--- config.mk ---
export PLATFORM = sky130hd
export DESIGN_NAME = pwm_peripheral
export DESIGN_NICKNAME = d
export VERILOG_FILES = /design/src/rtl/pwm_pkg.sv /design/src/rtl/pwm_timebase.sv /design/src/rtl/pwm_peripheral.sv
export SDC_FILE = /design/constraint.sdc
export NUM_CORES = 1
export LEC_CHECK = 0
export ABC_AREA = 1
export CAP_MARGIN = 20
export CELL_PAD_IN_SITES_DETAIL_PLACEMENT = 1
export CELL_PAD_IN_SITES_GLOBAL_PLACEMENT = 1
export CORE_ASPECT_RATIO = 0.5
export CORE_MARGIN = 2
export CORE_UTILIZATION = 35
export DETAILED_ROUTE_END_ITERATION = 12
export PLACE_DENSITY = 0.84
export RECOVER_POWER = 25
export SLEW_MARGIN = 20
export SYNTH_ARGS = -nofsm -noshare
export SYNTH_HDL_FRONTEND = slang
export SYNTH_SLANG_ARGS = --single-unit
--- constraint.sdc ---
create_clock -name clk -period 2.4 [get_ports clk]
set_input_delay 0.24 -clock clk [delete_from_list [all_inputs] [get_ports clk]]
set_output_delay 0.24 -clock clk [all_outputs]
set_load 0.05 [all_outputs]
--- src/rtl/pwm_pkg.sv ---
// ============================================================================
// Module   : pwm_pkg
// Purpose  : Shared widths, constants and pin-mask type for the PWM output stage.
// Revision : 1.0 - initial release
// ============================================================================
`default_nettype none

package pwm_pkg;

  localparam int              NUM_OUT         = 16;
  localparam int              PWM_W           = 8;
  localparam logic [PWM_W-1:0] PWM_FULL       = 8'hFF;
  localparam int              CLK_DIV_DEFAULT = 13;

  typedef logic [NUM_OUT-1:0] pin_mask_t;

endpackage : pwm_pkg

`default_nettype wire

--- src/rtl/pwm_timebase.sv ---
// ============================================================================
// Module   : pwm_timebase
// Purpose  : Prescaler plus 8-bit PWM counter; strobes wrap on the 255->0 step.
// Revision : 1.0 - initial release
// ============================================================================
`default_nettype none

module pwm_timebase
  import pwm_pkg::*;
#(
  parameter int CLK_DIV = CLK_DIV_DEFAULT
) (
  input  logic             clk_i,
  input  logic             rst_i,
  output logic [PWM_W-1:0] pwm_cnt_o,
  output logic             wrap_o
);

  // A one-bit prescaler that never leaves zero keeps CLK_DIV=1 legal.
  localparam int               DIV_W    = (CLK_DIV > 1) ? $clog2(CLK_DIV) : 1;
  localparam logic [DIV_W-1:0] DIV_LAST = DIV_W'(CLK_DIV - 1);

  logic [DIV_W-1:0] div_cnt_q, div_cnt_d;
  logic [PWM_W-1:0] pwm_cnt_q, pwm_cnt_d;
  logic             w_tick;

  always_comb begin
    w_tick    = (div_cnt_q == DIV_LAST);
    div_cnt_d = w_tick ? '0 : div_cnt_q + DIV_W'(1);
    pwm_cnt_d = w_tick ? pwm_cnt_q + PWM_W'(1) : pwm_cnt_q;
  end

  always_ff @(posedge clk_i or posedge rst_i) begin
    if (rst_i) begin
      div_cnt_q <= '0;
      pwm_cnt_q <= '0;
    end else begin
      div_cnt_q <= div_cnt_d;
      pwm_cnt_q <= pwm_cnt_d;
    end
  end

  assign pwm_cnt_o = pwm_cnt_q;
  assign wrap_o    = w_tick && (pwm_cnt_q == PWM_FULL);

endmodule : pwm_timebase

`default_nettype wire

--- src/rtl/pwm_peripheral.sv ---
// ============================================================================
// Module   : pwm_peripheral
// Purpose  : Drives 16 pins as static levels or a shared PWM with shadowed duty.
// Revision : 1.0 - initial release
// ============================================================================
`default_nettype none

module pwm_peripheral
  import pwm_pkg::*;
#(
  parameter int CLK_DIV = CLK_DIV_DEFAULT
) (
  input  logic               clk,
  input  logic               rst,
  input  logic [NUM_OUT-1:0] en_out,
  input  logic [NUM_OUT-1:0] en_pwm,
  input  logic [PWM_W-1:0]   duty,
  output logic [NUM_OUT-1:0] out,
  output logic               period_start
);

  logic [PWM_W-1:0] w_pwm_cnt;
  logic             w_wrap;
  logic             w_pwm_level;
  logic [PWM_W-1:0] duty_q, duty_d;
  pin_mask_t        out_q, out_d;
  logic             wrap_dly_q;
  logic             period_start_q;

  pwm_timebase #(
    .CLK_DIV (CLK_DIV)
  ) u_timebase (
    .clk_i     (clk),
    .rst_i     (rst),
    .pwm_cnt_o (w_pwm_cnt),
    .wrap_o    (w_wrap)
  );

  // Duty is sampled only on the wrap so every period runs with one value.
  always_comb begin
    duty_d      = w_wrap ? duty : duty_q;
    w_pwm_level = (duty_q == PWM_FULL) || (w_pwm_cnt < duty_q);
  end

  for (genvar i = 0; i < NUM_OUT; i++) begin : g_pin
    assign out_d[i] = en_out[i] & (~en_pwm[i] | w_pwm_level);
  end

  // period_start trails wrap by two clocks: one for the counter to reach 0,
  // one for out to register that count.
  always_ff @(posedge clk or posedge rst) begin
    if (rst) begin
      duty_q         <= '0;
      out_q          <= '0;
      wrap_dly_q     <= 1'b0;
      period_start_q <= 1'b0;
    end else begin
      duty_q         <= duty_d;
      out_q          <= out_d;
      wrap_dly_q     <= w_wrap;
      period_start_q <= wrap_dly_q;
    end
  end

  assign out          = out_q;
  assign period_start = period_start_q;

endmodule : pwm_peripheral

`default_nettype wire

# == Yosys cells after proc, flatten, opt, wreduce, memory -nomap -nowiden ==
# Index checks and enable logic that the tools add are counted.
# W data, S select, Z words.
# op_classes
n_addsub,2
order_cmp,1
n_eq_ne,3
muxes,1
bitwise,48
n_reduce_logical,2
# op_table
operator,n
$and A1 B1 Y1,16
$eq A8 B8 Y1 const B,2
$not A1 Y1,16
$or A1 B1 Y1,16
$add A8 B1 Y8 const B,1
$lt A8 B8 Y1,1
$add A4 B1 Y4 const B,1
$eq A4 B4 Y1 const B,1
$mux W4,1
$logic_and A1 B1 Y1,1
$logic_or A1 B1 Y1,1
# totals
regBits,38
inputBits,42
out_inout_bits,17
wordCells,63

# == Depth between registers and ports, before layout ==
# depth
ltp_word,4
ltp_mapped,12
mapped_depth_nobuf,11

# == Cells and area by module ==
# From an unflattened synthesis, not the netlist that was laid out.
# unflattened
cells_unflattened,202
hier_area_um2,1880.6
# modules_own_cells
mod,n_inst,cells_per_inst,area_per_inst_um2,seq_area_each_um2
pwm_peripheral,1,130,1251.2,650.6
pwm_timebase,1,72,629.4,300.3

# == Worst setup path before layout ==
# OpenSTA, ideal clock, no wires.
# synth_path
kind,reg2reg
startpoint,reg duty_q[5]
endpoint,"reg out_q[10], in the netlist out[10]"
setup_time_ns,0.063
arrival_time_ns,1.442
required_time_ns,2.337
slack_ns,0.896
stages_incl_launch_ff,11
path_buffers,1
period_less_slack_ns,1.504
path_cell_list,dfrtp_1 inv_1 ha_1 a21oi_1 nor2_1 nor3_1 nand2_1 buf_2 nand3_1 nand2_1 inv_1
# synth_between
elab_chain_len,4
elab_cells_between_ends,5
classes_between,1 x order compare; 1 x eq/ne; 2 x bitwise; 1 x reduce/logical
# synth_lines
item,line_no,rtl
"start, declared",pwm_peripheral.sv:25,"logic [PWM_W-1:0] duty_q, duty_d;"
"start signal, assigned",pwm_peripheral.sv:58,duty_q <= duty_d;
$lt A8 B8 Y1 or $eq A8 B8 Y1 (tied branches),pwm_peripheral.sv:42,w_pwm_level = (duty_q == PWM_FULL) || (w_pwm_cnt < duty_q);
$logic_or A1 B1 Y1 *,pwm_peripheral.sv:42,
$or A1 B1 Y1 *,pwm_peripheral.sv:46,assign out_d[i] = en_out[i] & (~en_pwm[i] | w_pwm_level);
$and A1 B1 Y1 *,pwm_peripheral.sv:46,
via out_d[10],pwm_peripheral.sv:26,"pin_mask_t out_q, out_d;"
"end signal, assigned",pwm_peripheral.sv:59,out_q <= out_d;
"end, declared",pwm_peripheral.sv:26,
# Mark *: on every way through the listed nets, which the timed path passes. The rest lies on a longest branch.
# A chain may end at the register's enable or synchronous reset.

# == Worst setup path after layout ==
# layout_path
startpoint,reg duty_q[5]
endpoint,"reg out_q[13], in the netlist out[13]"
# The elaborated chain is that of the path after synthesis.

==> flow_metrics.env <==
export IMPL_die_height_microns=54.3
export IMPL_worstPathRequired_ns=2.64
export IMPL_tightestPinTransition_ns=0.929
export IMPL_max_freq_ghz=0.546
export IMPL_final_util_pct=52.4
export IMPL_core_area_sq_um=4890
export IMPL_powerDensity_nw_per_um2=600
export IMPL_max_vdd_ir_drop_v=0.000251
export IMPL_gr_usage_all_layers_pct=16.1
export IMPL_synth_top_area_share_pct=53.8
export IMPL_dieArea_sq_um=5670
export IMPL_regArea_sq_um=951
export IMPL_wl_per_cell_microns=13.3
export IMPL_crit_chain="inv_1 -> ha_1 -> a21oi_1 -> nor2_1 -> nor3_1 -> nand2_1 -> nand3_1 -> nand2_1 -> inv_1"
export IMPL_syn_inst=184
export IMPL_die_w_microns=105
export IMPL_cts_tree="built"
export IMPL_synth_warnings=0
export IMPL_routed_wl_mm=4.23
export IMPL_area_growth_synth_to_final_pct=44.9
export IMPL_finalMaxSlewViolations=0
export IMPL_grt_pass1_wl_mm=6.98
export IMPL_yosysSeqAreaShare_pct=53.8
export IMPL_boundaryPins=59
export IMPL_clock_latency_ns=0.29
export IMPL_row_count=18
export IMPL_n_antenna_cell=0
export IMPL_multi_input_area_sq_um=659
export IMPL_drive_above_1_share_pct=10.5
export IMPL_clockRootBuffer="clkbuf_8"
export IMPL_min_path_type="flop to flop"
export IMPL_critical_path_slowest_cell="dfrtp_1"
export IMPL_clkTransAtPathRegs_ns=0.08
export IMPL_clockBufferDepth=2
export IMPL_synth_xor_area_share_pct=3.96
export IMPL_muxShareOfSynthArea_pct=0
export IMPL_h_tree_depth=2
export IMPL_critPathMaxStageDelay_ns=0.35
export IMPL_start_util_pct=36.2
export IMPL_status="finished, final reports clean"
export IMPL_grt_ovfl_total=0
export IMPL_max_cap_violations=0
export IMPL_cts_resized=0
export IMPL_port_buffers=58
export IMPL_period_share_pct=76.3
export IMPL_nNetsFinal=299
export IMPL_cp_arrival_ns=2.07
export IMPL_place_congestion=0.720
export IMPL_clock_sinks=38
export IMPL_ys_ff_latch=38
export IMPL_final_cells=318
export IMPL_synth_top_family_by_area="simple AND/OR/NAND/NOR gates"
export IMPL_place_area_sq_um=2420
export IMPL_grt_max_degree=39
export IMPL_setup_violations=0
export IMPL_yosysTopAreaCell="dfrtp_1"
export IMPL_setup_worst_path_class="flop to flop"
export IMPL_synthSimpleGateAreaFrac_pct=21.2
export IMPL_cp_buffers_inverters=2
export IMPL_drc_errors=0
export IMPL_vias=1421
export IMPL_end_kind="flop"
export IMPL_synth_area_sq_um=1770
export IMPL_path_max_fanout=16
export IMPL_maxSlewHeadroom_pct=38.1
export IMPL_cts_hold_repair_buffers=0
export IMPL_vias_per_cell=4.47
export IMPL_fin_area_sq_um=2560
export IMPL_cp_top_family="simple AND/OR/NAND/NOR gates"
export IMPL_initialDrtViolationCount=21
export IMPL_synth_compound_area_share_pct=5.02
export IMPL_dp_final_hpwl_mm=3.30
export IMPL_avgSynthCellArea_sq_um=9.61
export IMPL_dp_cells=310
export IMPL_grt_setup_unrepaired="no"
export IMPL_dr_pass1_iters=4
export IMPL_setup_tns_ns=0
export IMPL_nFillCells=559
export IMPL_hold_viol=0
export IMPL_power_leakage_uw=0.00126
export IMPL_syn_nets=236
export IMPL_yosysUniqueCellTypes=21
export IMPL_postCtsSetupBuffers=0
export IMPL_cts_inserted_buffers=5
export IMPL_synthTopCellsByArea="dfrtp_1 (54%), inv_1 (7.4%), nand2_1 (7.2%), ha_1 (7.1%), nand3_1 (5.7%)"
export IMPL_antenna_found_initial=0
export IMPL_final_antenna_net_count=0
export IMPL_period_minus_slack_ns=1.83
export IMPL_synthAdderAreaFrac_pct=7.08
export IMPL_grt_pass1_vias=1557
export IMPL_startpoint_type="flop"
export IMPL_skew_ns=0.00746
routing by layer:
layer / GRT usage [%] / wire length, microns
met2: 31.9 / 2250
met4: 4.05 / 32
met1: 18.2 / 1760
met5: 0 / 0
met3: 4.05 / 180
cell usage in the layout (no fill, tap or decap), types with 4 or more instances in the layout:
master           instances
a21oi_2                  8
nor3_1                   4
nand2_1                 34
ha_1                    10
dfrtp_1                 38
nand3_1                 20
clkbuf_8                 6
xor2_1                   6
inv_1                   35
nor2_1                  11
clkdlybuf4s50_1         57
flip-flops by register name, indices dropped and copies added, names as in the netlist:
signal / flops
duty_q: 8
u_timebase.pwm_cnt_o: 8
period_start: 1
out: 16
wrap_dly_q: 1
u_timebase.div_cnt_q: 4
final timing paths:
check	end	from	cells after the start	slack, ns
max in group asynchronous	out[7]$_DFF_PP0_	rst	3	1.14
setup reg to reg	out[13]$_DFF_PP0_	duty_q[5]$_DFFE_PP0P_	9	0.57
setup / recovery	out[13]$_DFF_PP0_	duty_q[5]$_DFFE_PP0P_	9	0.57
min in group asynchronous	u_timebase.pwm_cnt_o[2]$_DFFE_PP0P_	rst	3	0.68
hold / removal	period_start$_DFF_PP0_	wrap_dly_q$_DFF_PP0_	0	0.35
hold reg to reg	period_start$_DFF_PP0_	wrap_dly_q$_DFF_PP0_	0	0.35
logic make-up (layout without fill, tap and decap cells):
family | Yosys count | count (layout)
AND/OR/NAND/NOR | 78 | 78
XOR/XNOR | 8 | 8
flip-flops | 38 | 38
AO/OA/AOI/OAI | 11 | 11
adder cells (fa/ha/maj) | 10 | 10
buffers and inverters | 39 | 103
where the power goes:
group          total (uW)  internal, uW  switching [uW]
Clock                 672           443             229
Sequential            668           661            7.69
Combinational         198          95.4             102
Yosys cell counts (all sizes together):
library cell and number:
a21oi 10, buf 3, dfrtp 38, inv 35, nand3 21, clkinv 1, nand4 2, nor3 5
xor2 6, ha 10, nor2 14, xnor2 2, nand2 36, a31o 1
area by class of cell:
| type | count | share of cell area, % |
|---|---|---|
| clock buffer | 6 | 3.22 |
| timing repair buffer | 59 | 22.9 |
| clock inverter | 2 | 2.34 |
| multi-input combinational | 107 | 25.7 |
| tap | 70 | 3.42 |
| inverter | 36 | 5.32 |
| sequential | 38 | 37.1 |
through the flow:
step                setup WS [ns]  power (uW)  hold slack, ns
floorplan                   0.896         769           0.331
global placement            0.704         876           0.336
detailed placement          0.545         882           0.343
CTS                         0.551        1560           0.359
global route                0.359        1590           0.367
finish                      0.569        1540           0.353
Note: power is estimated with default switching activity, not from simulation.
